===== src/rtl/robo_odometro.sv =====
// Pose and status tracker fed by the per-step commands of robo_1.
// Keeps row/column/orientation, move and removal counters, and sticky fault flags.
module robo_odometro #(
  parameter int          DIM     = 20,
  parameter int          LIN_INI = 1,
  parameter int          COL_INI = 1,
  parameter logic [1:0]  ORI_INI = 2'b00,
  parameter int          MAX_MOV = 255
) (
  input  logic       clock,
  input  logic       reset,
  input  logic       amostra,
  input  logic       avancar,
  input  logic       girar,
  input  logic       remover,
  output logic [4:0] linha,
  output logic [4:0] coluna,
  output logic [1:0] orientacao,
  output logic [7:0] qtd_movimentos,
  output logic [7:0] qtd_remocoes,
  output logic       anomalia,
  output logic       comando_invalido,
  output logic       preso,
  output logic       parado
);

  // state  | meaning
  // ATIVO  | strobes are decoded and applied
  // PARADO | halted by out-of-map advance or exhausted move budget; only reset leaves
  localparam logic ATIVO  = 1'b0;
  localparam logic PARADO = 1'b1;

  localparam logic [1:0] ORI_N = 2'b00;
  localparam logic [1:0] ORI_S = 2'b01;
  localparam logic [1:0] ORI_L = 2'b10;
  localparam logic [1:0] ORI_O = 2'b11;

  localparam logic [5:0] DIM_B     = 6'(DIM);
  localparam logic [7:0] MAX_MOV_B = 8'(MAX_MOV);

  logic       state, state_nxt;
  logic [2:0] giros, giros_nxt;
  logic [4:0] lin_nxt, col_nxt;
  logic [1:0] ori_nxt, ori_rot;
  logic [7:0] mov_nxt, rem_nxt, mov_inc;
  logic       anom_nxt, ci_nxt, preso_nxt;
  logic [5:0] tgt_lin, tgt_col;
  logic       fora;

  // Counter-clockwise rotation: N->O, O->S, S->L, L->N
  always_comb begin
    ori_rot = ORI_N;
    case (orientacao)
      ORI_N:   ori_rot = ORI_O;
      ORI_O:   ori_rot = ORI_S;
      ORI_S:   ori_rot = ORI_L;
      default: ori_rot = ORI_N;
    endcase
  end

  // Six-bit target so that 1-1 and DIM+1 are both representable as out-of-map
  always_comb begin
    tgt_lin = {1'b0, linha};
    tgt_col = {1'b0, coluna};
    case (orientacao)
      ORI_N:   tgt_lin = {1'b0, linha} - 6'd1;
      ORI_S:   tgt_lin = {1'b0, linha} + 6'd1;
      ORI_L:   tgt_col = {1'b0, coluna} + 6'd1;
      default: tgt_col = {1'b0, coluna} - 6'd1;
    endcase
    fora = (tgt_lin == 6'd0) || (tgt_lin > DIM_B) ||
           (tgt_col == 6'd0) || (tgt_col > DIM_B);
  end

  assign mov_inc = qtd_movimentos + 8'd1;

  always_comb begin
    state_nxt = state;
    giros_nxt = giros;
    lin_nxt   = linha;
    col_nxt   = coluna;
    ori_nxt   = orientacao;
    mov_nxt   = qtd_movimentos;
    rem_nxt   = qtd_remocoes;
    anom_nxt  = anomalia;
    ci_nxt    = comando_invalido;
    preso_nxt = preso;

    if (amostra && (state == ATIVO)) begin
      if (avancar) begin
        if (girar || remover) ci_nxt = 1'b1;
        if (fora) begin
          anom_nxt  = 1'b1;
          state_nxt = PARADO;
        end else begin
          lin_nxt   = tgt_lin[4:0];
          col_nxt   = tgt_col[4:0];
          mov_nxt   = mov_inc;
          giros_nxt = 3'd0;
          if (mov_inc == MAX_MOV_B) state_nxt = PARADO;
        end
      end else if (girar) begin
        if (remover) ci_nxt = 1'b1;
        ori_nxt = ori_rot;
        mov_nxt = mov_inc;
        // giros saturates at 4; the flag goes up on the step that reaches 4
        if (giros >= 3'd3) begin
          giros_nxt = 3'd4;
          preso_nxt = 1'b1;
        end else begin
          giros_nxt = giros + 3'd1;
        end
        if (mov_inc == MAX_MOV_B) state_nxt = PARADO;
      end else if (remover) begin
        if (qtd_remocoes != 8'hFF) rem_nxt = qtd_remocoes + 8'd1;
      end
    end
  end

  always_ff @(posedge clock or negedge reset) begin
    if (!reset) begin
      state            <= ATIVO;
      giros            <= 3'd0;
      linha            <= 5'(LIN_INI);
      coluna           <= 5'(COL_INI);
      orientacao       <= ORI_INI;
      qtd_movimentos   <= 8'd0;
      qtd_remocoes     <= 8'd0;
      anomalia         <= 1'b0;
      comando_invalido <= 1'b0;
      preso            <= 1'b0;
    end else begin
      state            <= state_nxt;
      giros            <= giros_nxt;
      linha            <= lin_nxt;
      coluna           <= col_nxt;
      orientacao       <= ori_nxt;
      qtd_movimentos   <= mov_nxt;
      qtd_remocoes     <= rem_nxt;
      anomalia         <= anom_nxt;
      comando_invalido <= ci_nxt;
      preso            <= preso_nxt;
    end
  end

  assign parado = (state == PARADO);

endmodule


===== config.mk =====
export PLATFORM = sky130hd
export DESIGN_NAME = robo_odometro
export DESIGN_NICKNAME = d
export VERILOG_FILES = /design/src/rtl/robo_odometro.sv
export SDC_FILE = /design/constraint.sdc
export NUM_CORES = 1
export LEC_CHECK = 0
export ABC_CLOCK_PERIOD_IN_PS = 3600
export CORE_ASPECT_RATIO = 1.1
export CORE_MARGIN = 5
export CORE_UTILIZATION = 35
export CTS_CLUSTER_DIAMETER = 60
export DETAILED_ROUTE_END_ITERATION = 8
export HOLD_SLACK_MARGIN = 0.15
export PLACE_DENSITY_LB_ADDON = 0.12
export SLEW_MARGIN = 20
export SYNTH_ARGS = -nofsm -noshare
export SYNTH_HDL_FRONTEND = slang
export SYNTH_SLANG_ARGS = --single-unit
export TNS_END_PERCENT = 1

===== constraint.sdc =====
create_clock -name clock -period 3.6 [get_ports clock]
set_input_delay 0.54 -clock clock [delete_from_list [all_inputs] [get_ports clock]]
set_output_delay 0.54 -clock clock [all_outputs]
set_load 0.005 [all_outputs]

# [Word level (Yosys, flattened, before mapping)]
# Index checks and enable logic that the tools add are counted.
[word_totals] reg_bits=35 in_bits=6 output_inout_bits=32 wordCells=68
[classes] n_addsub=7 order_cmp=3 eq_ne=7 muxes=18 n_bitwise=4 reduce_logical=19
[ops] op="8-bit two-way mux" n=3
[ops] op="6-bit case mux with 2 select lines" n=2
[ops] op="8-bit by 1-bit adder with 8-bit output, second input constant" n=2
[ops] op="5-bit by 1-bit adder with 6-bit output, second input constant" n=2
[ops] op="6-bit by 5-bit greater-than comparator with 1-bit output, second input constant" n=2
[ops] op="6-bit logical NOT" n=2
[ops] op="3-bit two-way mux" n=4
[ops] op="3-bit AND reduction" n=4
[ops] op="5-bit by 1-bit subtractor with 6-bit output, second input constant" n=2
[ops] op="8-bit equality test, second input constant" n=1
[ops] op="1-bit two-way mux" n=8
[ops] op="8-bit != test, second input constant" n=1
[ops] op="4-bit AND reduction" n=2
[ops] op="2-bit case mux with 3 select lines" n=1
[ops] op="5-bit AND reduction" n=1
[ops] op="2-bit equality test, second input constant" n=2
[ops] op="1-bit logical OR" n=4
[ops] op="1-bit NOT" n=4
[ops] op="2-bit nonzero test" n=2
[ops] op="3-bit by 1-bit adder with 3-bit output, second input constant" n=1
[ops] op="3-bit by 2-bit >= comparator with 1-bit output, second input constant" n=1
[ops] op="2-bit by 1-bit equality test with 1-bit output, second input constant" n=1
[ops] op="2-bit logical NOT" n=1
[ops] op="2-bit by 1-bit != test with 1-bit output, second input constant" n=1
[ops] op="other kinds (4)" n=4

# [Longest topological paths before layout]
[depth] ltp_word=8 ltp_mapped=14

# [Worst setup path before layout]
# No wires, ideal clock.
[synth_path] path_kind="register to register" startpoint="reg orientacao[1]" endpoint="reg coluna[1]" t_arrival_ns=3.045 t_required_ns=3.472 setup_slack_ns=0.427 stages_incl_launch_ff=14 n_path_buf=1 synth_period_minus_slack_ns=3.173 path_cell_list="dfrtp_1 -> inv_1 -> ha_1 -> buf_6 -> inv_1 -> ha_1 -> a211oi_1 -> nor2_1 -> o31ai_1 -> or3_1 -> o221ai_2 -> nor4_4 -> nand2_1 -> mux2_1"
[synth_via] elab_chain_cells=8 word_cells_on_any_way=15
[synth_rtl] item="start, declared" line="18" rtl="output logic [1:0] orientacao,"
[synth_rtl] item="start signal, assigned" line="137" rtl="orientacao <= ori_nxt;"
[synth_rtl] item="2-bit by 1-bit equality test with 1-bit output or 2-bit logical NOT (tied branches)" line="65" rtl="case (orientacao)"
[synth_rtl] item="6-bit case mux with 2 select lines or 2-bit OR reduction (tied branches)"
[synth_rtl] item="6-bit by 5-bit greater-than comparator with 1-bit output, or another cell as far along" line="71" rtl="fora = (tgt_lin == 6'd0) || (tgt_lin > DIM_B) ||"
[synth_rtl] item="1-bit logical OR or 6-bit logical NOT (tied branches)" line="71, 72"
[synth_rtl] item="1-bit logical OR" line="71"
[synth_rtl] item="1-bit logical OR" line="72" rtl="(tgt_col == 6'd0) || (tgt_col > DIM_B);"
[synth_rtl] item="1-bit NOT (no source line)"
[synth_rtl] item="3-bit AND reduction (no source line)"
[synth_rtl] item="end signal, assigned" line="125" rtl="coluna <= 5'(COL_INI);"
[synth_rtl] item="end signal, assigned" line="136" rtl="coluna <= col_nxt;"
[synth_rtl] item="end, declared" line="17" rtl="output logic [4:0] coluna,"
# Parallel ways exist; a longest one is shown, timed or not.
# A chain may end at the register's enable or synchronous reset.

# [Worst setup path after layout]
# Same ends and word-level chain as after synthesis.

==> impl_results.md <==
- Total track usage: 13.5%
- Crit. End Element: flop
- Syn_nets: 234
- Critical path launch point type: flop
- Input/output buffers: 37
- Sum Neg Setup Slack: 0 ns
- Max-cap violation count: 0
- Post-Syn Area: 2260 um^2
- DRC Markers: 0
- CP Data Required Time: 3.77 ns
- RSZ-0062 raised after global routing: yes
- HPWL Detailed: 3710 um
- Final period util: 93.0%
- Clock Skews: 0.00957 ns
- Area after DPL: 2730 um^2
- Vias in the first global route: 1825
- Post-synth EDFFs: 0
- Via total after detailed routing: 1695
- GP Congestion: 0.733
- Core ar.: 6230 um^2
- TritonCTS clock tree: yes
- Critical path fanouts, max: 10
- Metal1 wirelength: 2260 um
- Postcts setup bufs: 0
- Grt total ovfl: 0
- Finished Cell Area: 2830 um^2
- CP Class: reg -> reg
- WL met2: 2450 um
- Metal3 WL: 185 um
- Async SR Flop Fraction: 100%
- Worst hold slack: 0.483 ns
- Slew HR: 64.9%
- Sequential-to-total area share from yosys stat: 38.9%
- Endpoints failing hold: 0
- # setup viols final: 0
- Yosys warns: 0
- Post-synth top flop: dfrtp_1
- Clock-pin slew of the registers on the worst-case setup and hold paths: 0.07 ns
- DRT antenna net count: 0
- Worst Hold Class: reg -> reg
- Final core occ: 45.4%
- Vias per std cell: 5.03
- Worst Tran Pin Value: 0.523 ns
- Clock tree buffer depth: 2
- Worst-Skew Late Latency: 0.29 ns
- Final #Nets: 280
- Detailed Route WL: 4980 um
- Die height: 94.2 um
- Design Power: 2440 uW
- CTS buffer count: 5
- Initial Util: 36.2%
- Status: finished, final reports clean
- Slew Limit Fails: 0
- Wire per inst: 14.8 um
- Uppermost layer routed: met4
- Cts-stage hold buffer count: 0
- Netlist cell types: 55
- PD cells: 864 nW/um^2
- Max frequency: 299 MHz
- Initial antenna violation count: 0
- Fillers: 636
- Htree depth: 2
- CTS root buffer: clkbuf_8
- Pin count of the biggest net entering global routing: 36
- Die Width: 86.5 um
- Layout cell share with drive strength beyond 1: 13.6%
- Number of diodes: 0
- Die area: 8150 um^2
- Starting DRT DRC Count: 23
- Boundary Pins: 38
- Worst vdd ir: 369 uV
- Pleak: 0.00123 uW
- DR pass1 iterations: 4
- Post-Syn Instances: 210
- Avg Inst Size Synth: 10.7 um^2
- Clock Sinks: 35
- FP Rows: 30
- Post-route minimum period: 3.35 ns
- Synth Register Bits: 35
- Area delta synth->final: 25.3%
- Global-route wire length before repair: 8650 um
- Worst EP arrival: 3.51 ns
==> through the flow <==
| step | worst slack (ns) | cells |
|---|---|---|
| floorplan | 0.427 | 210 |
| global placement | 0.123 | 329 |
| detailed placement | 0.154 | 329 |
| CTS | 0.122 | 337 |
| global route | -0.00303 | 337 |
| finish | 0.253 | 337 |
==> where the power goes <==
part | total (uW) | switching [uW] | internal [uW] | leakage [uW]
Combinational | 1510 | 786 | 723 | 0.000747
Clock | 279 | 142 | 138 | 0.0000395
Sequential | 655 | 146 | 509 | 0.000440
==> worst paths after layout <==
kind	start	end	slack, ns	depth (start not counted)
setup / recovery	orientacao[1]	coluna[1]	0.25	14
hold / removal	comando_invalido	comando_invalido	0.48	1
setup reg to reg	orientacao[1]	coluna[1]	0.25	14
hold reg to reg	comando_invalido	comando_invalido	0.48	1
max in group asynchronous	reset	coluna[0]	2.57	2
min in group asynchronous	reset	qtd_remocoes[5]	0.67	2
==> worst max-delay path: stages, from the launching register on <==
cell and delay (ns):
dfrtp_1 0.47, inv_1 0.16, ha_2 0.26, inv_1 0.13, ha_1 0.31, a21o_1 0.19, a211oi_1 0.23, o31ai_1 0.11
buf_4 0.16, o22ai_1 0.15, o221ai_2 0.20, nor4_4 0.26, buf_6 0.20, nand2_1 0.07, mux2_1 0.32
==> per-layer routing <==
| metal | global-route usage (%) | vias up |
|---|---|---|
| li1 | - | 855 |
| met1 | 16.6 | 802 |
| met2 | 22.2 | 30 |
| met3 | 3.68 | 8 |
| met4 | 5.06 | 0 |
| met5 | 0 | - |
==> synth_stat cells (3+ instances only) <==
cell      number  area (um^2)
nand3_1        4         20.0
inv_1         12         45.0
dfrtp_1       33          826
ha_1          16          200
o21ai_0       10         50.1
nand4_1        5         31.3
and3_1         5         31.3
nor2_1         8         30.0
buf_6          3         33.8
xnor2_1       16          140
a21o_1         3         22.5
a21oi_1        7         35.0
a211oi_1       6         45.0
mux2_2         6         67.6
mux2i_1        3         30.0
xor2_1         7         61.3
nand2_1       15         56.3
o31ai_1        3         22.5
==> final cells by class <==
type	instances	area (um^2)	area share, %
Tap cell	80	100	3.54
Sequential cell	35	878	31.1
Timing Repair Buffer	44	427	15.1
Clock buffer	8	80.1	2.83
Multi-Input combinational cell	158	1300	45.9
Inverter	12	45.0	1.59
==> flip-flops by register name, summed over array words and instances (netlist names) <==
signal and cells:
orientacao 2, parado 1, qtd_movimentos 8, anomalia 1, giros 3, preso 1, comando_invalido 1, coluna 5
linha 5, qtd_remocoes 8
==> placed cells by master (no fill, tap or decap), drive strengths merged, types with 2 or more instances in the layout <==
cell type	instances
clkdlybuf4s50	37
dfrtp	33
xnor2	17
ha	16
nand2	15
inv	12
o21ai	10
nor2	9
mux2	8
clkbuf	8
xor2	7
a21oi	7
buf	7
a211oi	6
nand4	6
and3	5
nand3	5
o31ai	4
a21o	3
mux2i	3
nor4	3
or2	3
o21a	2
nand4b	2
o21bai	2
nor3	2
or3	2
and2	2
fa	2
dfstp	2
or4b	2
o22ai	2
==> what timing repair did <==
action	CTS	global route
gates resized for setup	0	3
hold endpoints to repair	0	0
setup endpoints to repair	0	15
==> cells by family after synthesis <==
logic type      after synthesis  share of synthesized area (%)
simple gates                 61                           16.6
mux                          11                           5.32
fa+ha+maj                    19                           11.1
compound gates               43                           14.4
buf+inv                      17                           3.99
flops                        35                           38.9
xor+xnor                     24                           9.65
Note: power is estimated with default switching activity, not from simulation.
